<file path="config.mk">
export PLATFORM = sky130hd
export DESIGN_NAME = ex_mem_boot_loader
export DESIGN_NICKNAME = d
export VERILOG_FILES = /design/src/rtl/ex_mem_boot_pkg.sv /design/src/rtl/ex_mem_pair_packer.sv /design/src/rtl/ex_mem_boot_loader.sv
export SDC_FILE = /design/constraint.sdc
export NUM_CORES = 1
export LEC_CHECK = 0
export BUFFER_PORTS_ARGS = -buffer_cell sky130_fd_sc_hd__buf_2
export CORE_ASPECT_RATIO = 0.75
export CORE_MARGIN = 2
export CORE_UTILIZATION = 55
export DETAILED_ROUTE_END_ITERATION = 10
export HOLD_SLACK_MARGIN = 0.05
export PLACE_DENSITY = 0.77
export RECOVER_POWER = 50
export SETUP_SLACK_MARGIN = 0.02
export SLEW_MARGIN = 30
export SYNTH_ARGS = -nofsm -noshare
export SYNTH_HDL_FRONTEND = slang
export SYNTH_SLANG_ARGS = --single-unit
</file>
<file path="constraint.sdc">
create_clock -name clk -period 4.8 [get_ports clk]
set_clock_uncertainty 0.2 [all_clocks]
set_input_delay 0.48 -clock clk [delete_from_list [all_inputs] [get_ports clk]]
set_output_delay 0.48 -clock clk [all_outputs]
set_load 0.005 [all_outputs]
</file>
<file path="src/rtl/ex_mem_boot_pkg.sv">
// Shared definitions for the external-memory boot loader.
//   loader_state_t : sequencer states
//   ADDR_W_DEF / DATA_W_DEF : default ExMem address / word widths
//   PAIR_STRIDE    : address step between consecutive word pairs
package ex_mem_boot_pkg;

  localparam int ADDR_W_DEF  = 9;
  localparam int DATA_W_DEF  = 32;
  localparam int PAIR_STRIDE = 2;

  typedef enum logic [2:0] {
    S_IDLE,
    S_HOLD,
    S_LOAD_INST,
    S_LOAD_DATA,
    S_SETTLE,
    S_RUN
  } loader_state_t;

endpackage

</file>
<file path="src/rtl/ex_mem_pair_packer.sv">
// Packs a stream of words into (even, odd) pairs and drives them, together
// with the pair address, onto either the Inst or the Data ExMem outputs.
//   clk, reset   : clock, synchronous active-high reset
//   clear        : zero all outputs, pending word and address counter
//   sel          : 0 steers pairs to inst_*, 1 to data_*
//   wr           : a stream word is accepted this cycle
//   last         : the accepted word is the final word of the current image
//   wdata        : accepted word
//   inst_*/data_*: registered pair outputs (address, even word, odd word)
module ex_mem_pair_packer
  import ex_mem_boot_pkg::*;
#(
  parameter int ADDR_W = ADDR_W_DEF,
  parameter int DATA_W = DATA_W_DEF
) (
  input  logic              clk,
  input  logic              reset,
  input  logic              clear,
  input  logic              sel,
  input  logic              wr,
  input  logic              last,
  input  logic [DATA_W-1:0] wdata,
  output logic [ADDR_W-1:0] inst_addr,
  output logic [DATA_W-1:0] inst_d1,
  output logic [DATA_W-1:0] inst_d2,
  output logic [ADDR_W-1:0] data_addr,
  output logic [DATA_W-1:0] data_d1,
  output logic [DATA_W-1:0] data_d2
);

  logic [DATA_W-1:0] pending;
  logic              odd;       // an even word is parked in pending
  logic [ADDR_W-1:0] addr_cnt;  // address of the pair being built
  logic              flush;
  logic [DATA_W-1:0] pair_d1;
  logic [DATA_W-1:0] pair_d2;

  // A pair is emitted on its odd word, or on an even word that ends the
  // image; the latter gets a zero partner.
  assign flush   = odd || last;
  assign pair_d1 = odd ? pending : wdata;
  assign pair_d2 = odd ? wdata : '0;

  always_ff @(posedge clk) begin
    if (reset || clear) begin
      pending   <= '0;
      odd       <= 1'b0;
      addr_cnt  <= '0;
      inst_addr <= '0;
      inst_d1   <= '0;
      inst_d2   <= '0;
      data_addr <= '0;
      data_d1   <= '0;
      data_d2   <= '0;
    end else if (wr) begin
      if (flush) begin
        odd <= 1'b0;
        // Rewind at the end of an image so the next image starts at 0.
        addr_cnt <= last ? '0 : addr_cnt + ADDR_W'(PAIR_STRIDE);
        if (sel) begin
          data_addr <= addr_cnt;
          data_d1   <= pair_d1;
          data_d2   <= pair_d2;
        end else begin
          inst_addr <= addr_cnt;
          inst_d1   <= pair_d1;
          inst_d2   <= pair_d2;
        end
      end else begin
        pending <= wdata;
        odd     <= 1'b1;
      end
    end
  end

endmodule

</file>
<file path="src/rtl/ex_mem_boot_loader.sv">
// Boot sequencer for the core's external-memory load port. Holds the core
// in reset, streams the instruction image then the data image in word
// pairs onto the Inst/Data ExMem ports, then releases the core.
//   clk, reset          : clock, synchronous active-high reset
//   start               : load request (IDLE/RUN only), with inst_count and
//                         data_count word counts (each <= 2^ADDR_W)
//   s_valid/s_data/s_ready : word stream handshake
//   core_reset, enable_load_ex_mem : core reset and external-load enable
//   Inst*/Data*         : pair address, even word, odd word per image
//   busy/done/err       : loading, core running, start rejected (pulse)
module ex_mem_boot_loader
  import ex_mem_boot_pkg::*;
#(
  parameter int ADDR_W     = ADDR_W_DEF,
  parameter int DATA_W     = DATA_W_DEF,
  parameter int CNT_W      = 10,
  parameter int RST_CYCLES = 2
) (
  input  logic              clk,
  input  logic              reset,
  input  logic              start,
  input  logic [CNT_W-1:0]  inst_count,
  input  logic [CNT_W-1:0]  data_count,
  input  logic              s_valid,
  input  logic [DATA_W-1:0] s_data,
  output logic              s_ready,
  output logic              core_reset,
  output logic              enable_load_ex_mem,
  output logic [ADDR_W-1:0] InstExMemAddress,
  output logic [DATA_W-1:0] InstExMemData1,
  output logic [DATA_W-1:0] InstExMemData2,
  output logic [ADDR_W-1:0] DataExMemAddress,
  output logic [DATA_W-1:0] DataExMemData1,
  output logic [DATA_W-1:0] DataExMemData2,
  output logic              busy,
  output logic              done,
  output logic              err
);

  localparam int               HOLD_W    = (RST_CYCLES > 1) ? $clog2(RST_CYCLES) : 1;
  localparam logic [CNT_W-1:0] MAX_WORDS = CNT_W'(1 << ADDR_W);

  loader_state_t     state;
  logic [CNT_W-1:0]  ic_q;
  logic [CNT_W-1:0]  dc_q;
  logic [CNT_W-1:0]  wcnt;
  logic [CNT_W-1:0]  cur_cnt;
  logic [HOLD_W-1:0] hold_cnt;
  logic              drain;     // final word taken, one cycle to present it
  logic              xfer;
  logic              last_word;
  logic              counts_ok;
  logic              start_ok;

  assign xfer      = s_valid && s_ready;
  assign cur_cnt   = (state == S_LOAD_DATA) ? dc_q : ic_q;
  assign last_word = (wcnt == cur_cnt - CNT_W'(1));
  assign counts_ok = (inst_count <= MAX_WORDS) && (data_count <= MAX_WORDS);
  assign start_ok  = start && counts_ok && (state == S_IDLE || state == S_RUN);

  ex_mem_pair_packer #(
    .ADDR_W (ADDR_W),
    .DATA_W (DATA_W)
  ) u_packer (
    .clk       (clk),
    .reset     (reset),
    .clear     (start_ok),
    .sel       (state == S_LOAD_DATA),
    .wr        (xfer),
    .last      (last_word),
    .wdata     (s_data),
    .inst_addr (InstExMemAddress),
    .inst_d1   (InstExMemData1),
    .inst_d2   (InstExMemData2),
    .data_addr (DataExMemAddress),
    .data_d1   (DataExMemData1),
    .data_d2   (DataExMemData2)
  );

  always_ff @(posedge clk) begin
    if (reset) begin
      state              <= S_IDLE;
      core_reset         <= 1'b1;
      enable_load_ex_mem <= 1'b0;
      s_ready            <= 1'b0;
      busy               <= 1'b0;
      done               <= 1'b0;
      err                <= 1'b0;
      ic_q               <= '0;
      dc_q               <= '0;
      wcnt               <= '0;
      hold_cnt           <= '0;
      drain              <= 1'b0;
    end else begin
      err <= 1'b0;
      case (state)
        S_IDLE, S_RUN: begin
          if (start) begin
            if (counts_ok) begin
              state              <= S_HOLD;
              ic_q               <= inst_count;
              dc_q               <= data_count;
              wcnt               <= '0;
              hold_cnt           <= '0;
              drain              <= 1'b0;
              core_reset         <= 1'b1;
              enable_load_ex_mem <= 1'b1;
              busy               <= 1'b1;
              done               <= 1'b0;
            end else begin
              err <= 1'b1;
            end
          end
        end

        S_HOLD: begin
          if (hold_cnt == HOLD_W'(RST_CYCLES - 1)) begin
            if (ic_q != '0) begin
              state   <= S_LOAD_INST;
              s_ready <= 1'b1;
            end else if (dc_q != '0) begin
              state   <= S_LOAD_DATA;
              s_ready <= 1'b1;
            end else begin
              state              <= S_SETTLE;
              enable_load_ex_mem <= 1'b0;
            end
          end else begin
            hold_cnt <= hold_cnt + HOLD_W'(1);
          end
        end

        // The final pair lands on the edge that accepts the last word; the
        // drain cycle keeps enable high so the core samples that pair
        // before SETTLE drops enable. This gives the 2-cycle release.
        S_LOAD_INST, S_LOAD_DATA: begin
          if (drain) begin
            state              <= S_SETTLE;
            enable_load_ex_mem <= 1'b0;
            drain              <= 1'b0;
          end else if (xfer) begin
            if (last_word) begin
              wcnt <= '0;
              if (state == S_LOAD_INST && dc_q != '0) begin
                state <= S_LOAD_DATA;
              end else begin
                drain   <= 1'b1;
                s_ready <= 1'b0;
              end
            end else begin
              wcnt <= wcnt + CNT_W'(1);
            end
          end
        end

        S_SETTLE: begin
          state      <= S_RUN;
          core_reset <= 1'b0;
          busy       <= 1'b0;
          done       <= 1'b1;
        end

        default: state <= S_IDLE;
      endcase
    end
  end

endmodule

</file>
==> metrics <==
status complete, no violations; GRT Total Usage 0.252; Clock power frac 0.435; multi-input logic area 4840 µm²; RSZ-0062 raised after global routing false; fillcell total 1437; Synth top area share 0.463; Final min period 4.07 ns; DIE AREA 18900 µm²; slowest cell on the critical path or3_4; CTS buffer count 23; largest net degree at the start of global routing 72; initial drt markers 570; FF+latch area 4530 µm²; Die Wd about 160 µm; Crit Path Max Fanout 41; I/O Buffers 205; sequential-to-total area share from yosys stat 0.463; DPL Wire Length 15.8 mm; P_leak between 5 and 6 nW; TritonCTS Sinks 226; Slew Limit Fails 0; Final Cell Area 12000 µm²; max-cap viol count 0; Syn Area/Cell 8.92 µm²; FMAX 0.245 GHz; Routed Antenna Nets 0; Routed Wire Length approximately 24 mm; sequential power share 0.469; Cell Rows 42; dominant cells by area after synthesis dfxtp_1, mux2i_1, nand2_1, nand3_1, mux2_2; htree depth 1; CP max stage delay 0.73 ns; CP dominant cell by count mux2i_1; async set-reset flop share out of synthesis 0; routability-driven placement congestion ratio 0.890; vias per cell roughly 5.4; Area after DPL around 11000 µm²; antenna cell count 0; register bit total from synthesis roughly 230; setup tns final 0 ns; worst skew pair latency 0.50 ns; top_reg_cell synth dfxtp_1; cell taking the most area after synthesis dfxtp_1; Post-synth EDFFs 0; core footprint between 15000 and 20000 µm²; post-CTS sizing 0; Worst-path clk slew 0.06 ns; critical path startpoint category flop; WL/cell ~16 µm; Layout area overhead 23.1%; worst slack, placed 0.765 ns; first-pass GRT wire length 39.0 mm; Remaining DRCs 0; global route overflow 0; Worst Setup End Kind flop; final setup vio count 0; cell area after synthesis 9780 µm²; Post CTS Setup Buffer Count 0; Power Density around 340 nW/µm²; Top Ports 208; worst path arrival time 4.26 ns; Switch Pwr 965 µW; Synth top cells by count nand2_1, dfxtp_1, mux2i_1; Yosys cell types 58; layout cells sized above 1 0.151; hold crit path type in2reg; Setup WS post-layout 0.725 ns; period utilization 0.849; vias in the first global route 7995; Worst Hold Slack ~0.063 ns; Critical Path RT between 4 and 5 ns; antenna violations before repair 0; Setup CP Type reg2reg; initial core utilization 0.557; cells after synthesis 1097; CTS root buf clkbuf_16; fin nets 1363; worst-path cell chain nand3b_1 > mux2i_1 > ha_1 > nand2b_1 > nor4_1 > a41oi_1 > xnor2_1 > nor4_4 > a31oi_4 > or3_4 > buf_12 > mux2i_1; top-count cell post-synth nand2_1; Ys Warns 0; total number of vias 8451; worst slew pin tran 1.24 ns; sw frac 0.236; Slew Limit Headroom 0.171; Hold Violations, Final 0; Peak VDD IR ~200 µV; combinational share of power 0.096; CTS tree done; Power Internal roughly 3.1 mW; cts-stage hold buffer count 47; drt first pass iters 7; CTS Buffer Depth 3; Die Y between 100 and 150 µm
[worst paths after layout]
kind / slack (ns) / from / depth (start not counted) / endpoint
worst min register to register: 0.25 / u_packer.pending[30] / 2 / u_packer.pending[30]
worst max register to register: 0.73 / state[2] / 12 / u_packer.inst_d2[3]
worst max-delay path: 0.73 / state[2] / 12 / u_packer.inst_d2[3]
worst min-delay path: 0.06 / inst_count[9] / 3 / ic_q[9]
[cell type report]
class                      count  share of cell area
clock buffer                  35              0.0557
multi-input combinational    772               0.402
timing repair buffer         268               0.131
sequential                   226               0.376
clock inverter                 5             0.00686
tap                          242              0.0251
inverter                      13             0.00405
[worst max-delay path: cells and delay by family, from the launching register on]
kind | cells | cell delay (ns)
AOI/OAI and AO/OA | 2 | 0.31
xor gates and xnor gates | 1 | 0.20
adders and majority gates | 1 | 0.31
buffers and inverters | 1 | 0.31
DFF | 1 | 0.30
muxes | 2 | 0.48
and+or+nand+nor | 5 | 1.81
[state kept, by name, indices dropped and copies added, names as in the netlist]
name	flops
u_packer.data_d1	32
core_reset	1
u_packer.inst_d2	32
u_packer.pending	32
u_packer.addr_cnt	8
u_packer.odd	1
s_ready	1
wcnt	10
err	1
done	1
enable_load_ex_mem	1
dc_q	10
hold_cnt	1
busy	1
ic_q	10
u_packer.inst_d1	32
drain	1
u_packer.inst_addr	8
state	3
u_packer.data_addr	8
u_packer.data_d2	32
[layout by cell type (no fill, tap or decap), drive strengths merged, types with 3 or more instances in the layout]
cell,n
nand2,277
dfxtp,226
mux2i,157
clkbuf,137
buf,119
nand3,72
dlygate4sd3,47
o21ai,41
a21oi,36
mux2,32
nor2,31
nor3,17
xnor2,15
inv,14
xor2,10
a31oi,8
or3,7
nand4,6
nor4,6
o31ai,4
or4,4
and2,3
or2,3
nand3b,3
ha,3
o22ai,3
[power by group through the flow]
stage | Sequential (mW) | Combinational [mW] | Clock (mW)
CTS | 1.92 | 0.390 | 1.81
global route | 1.92 | 0.430 | 1.88
detailed placement | 1.96 | 0.358 | 0
floorplan | 1.95 | 0.256 | 0
global placement | 1.96 | 0.349 | 0
finish | 1.92 | 0.393 | 1.78
[layer usage]
layer	track usage	share of wire	vias to the layer above
met1	0.344	0.46	3956
met5	0	0	-
li1	-	-	4151
met4	0.0743	0.028	0
met3	0.0455	0.060	47
met2	0.410	0.45	297
[cells by family after synthesis]
kind of cell | after synthesis | share of synthesized area
simple gates | 443 | 0.199
flops | 226 | 0.463
mux | 189 | 0.197
compound gates | 109 | 0.0668
buf+inv | 100 | 0.0466
xor+xnor | 25 | 0.0224
fa+ha+maj | 4 | 0.00486
other cells | 1 | 0.000383
[metrics by stage]
stage          power (mW)   util  instances
2_1_floorplan        2.21      -       1098
3_3_place_gp         2.31  0.623       1472
3_5_place_dp         2.32  0.625       1474
4_1_cts              4.12  0.694       1561
6_report             4.09  0.686       1561
5_1_grt              4.24  0.686       1561
Note: power is estimated with default switching activity, not from simulation.
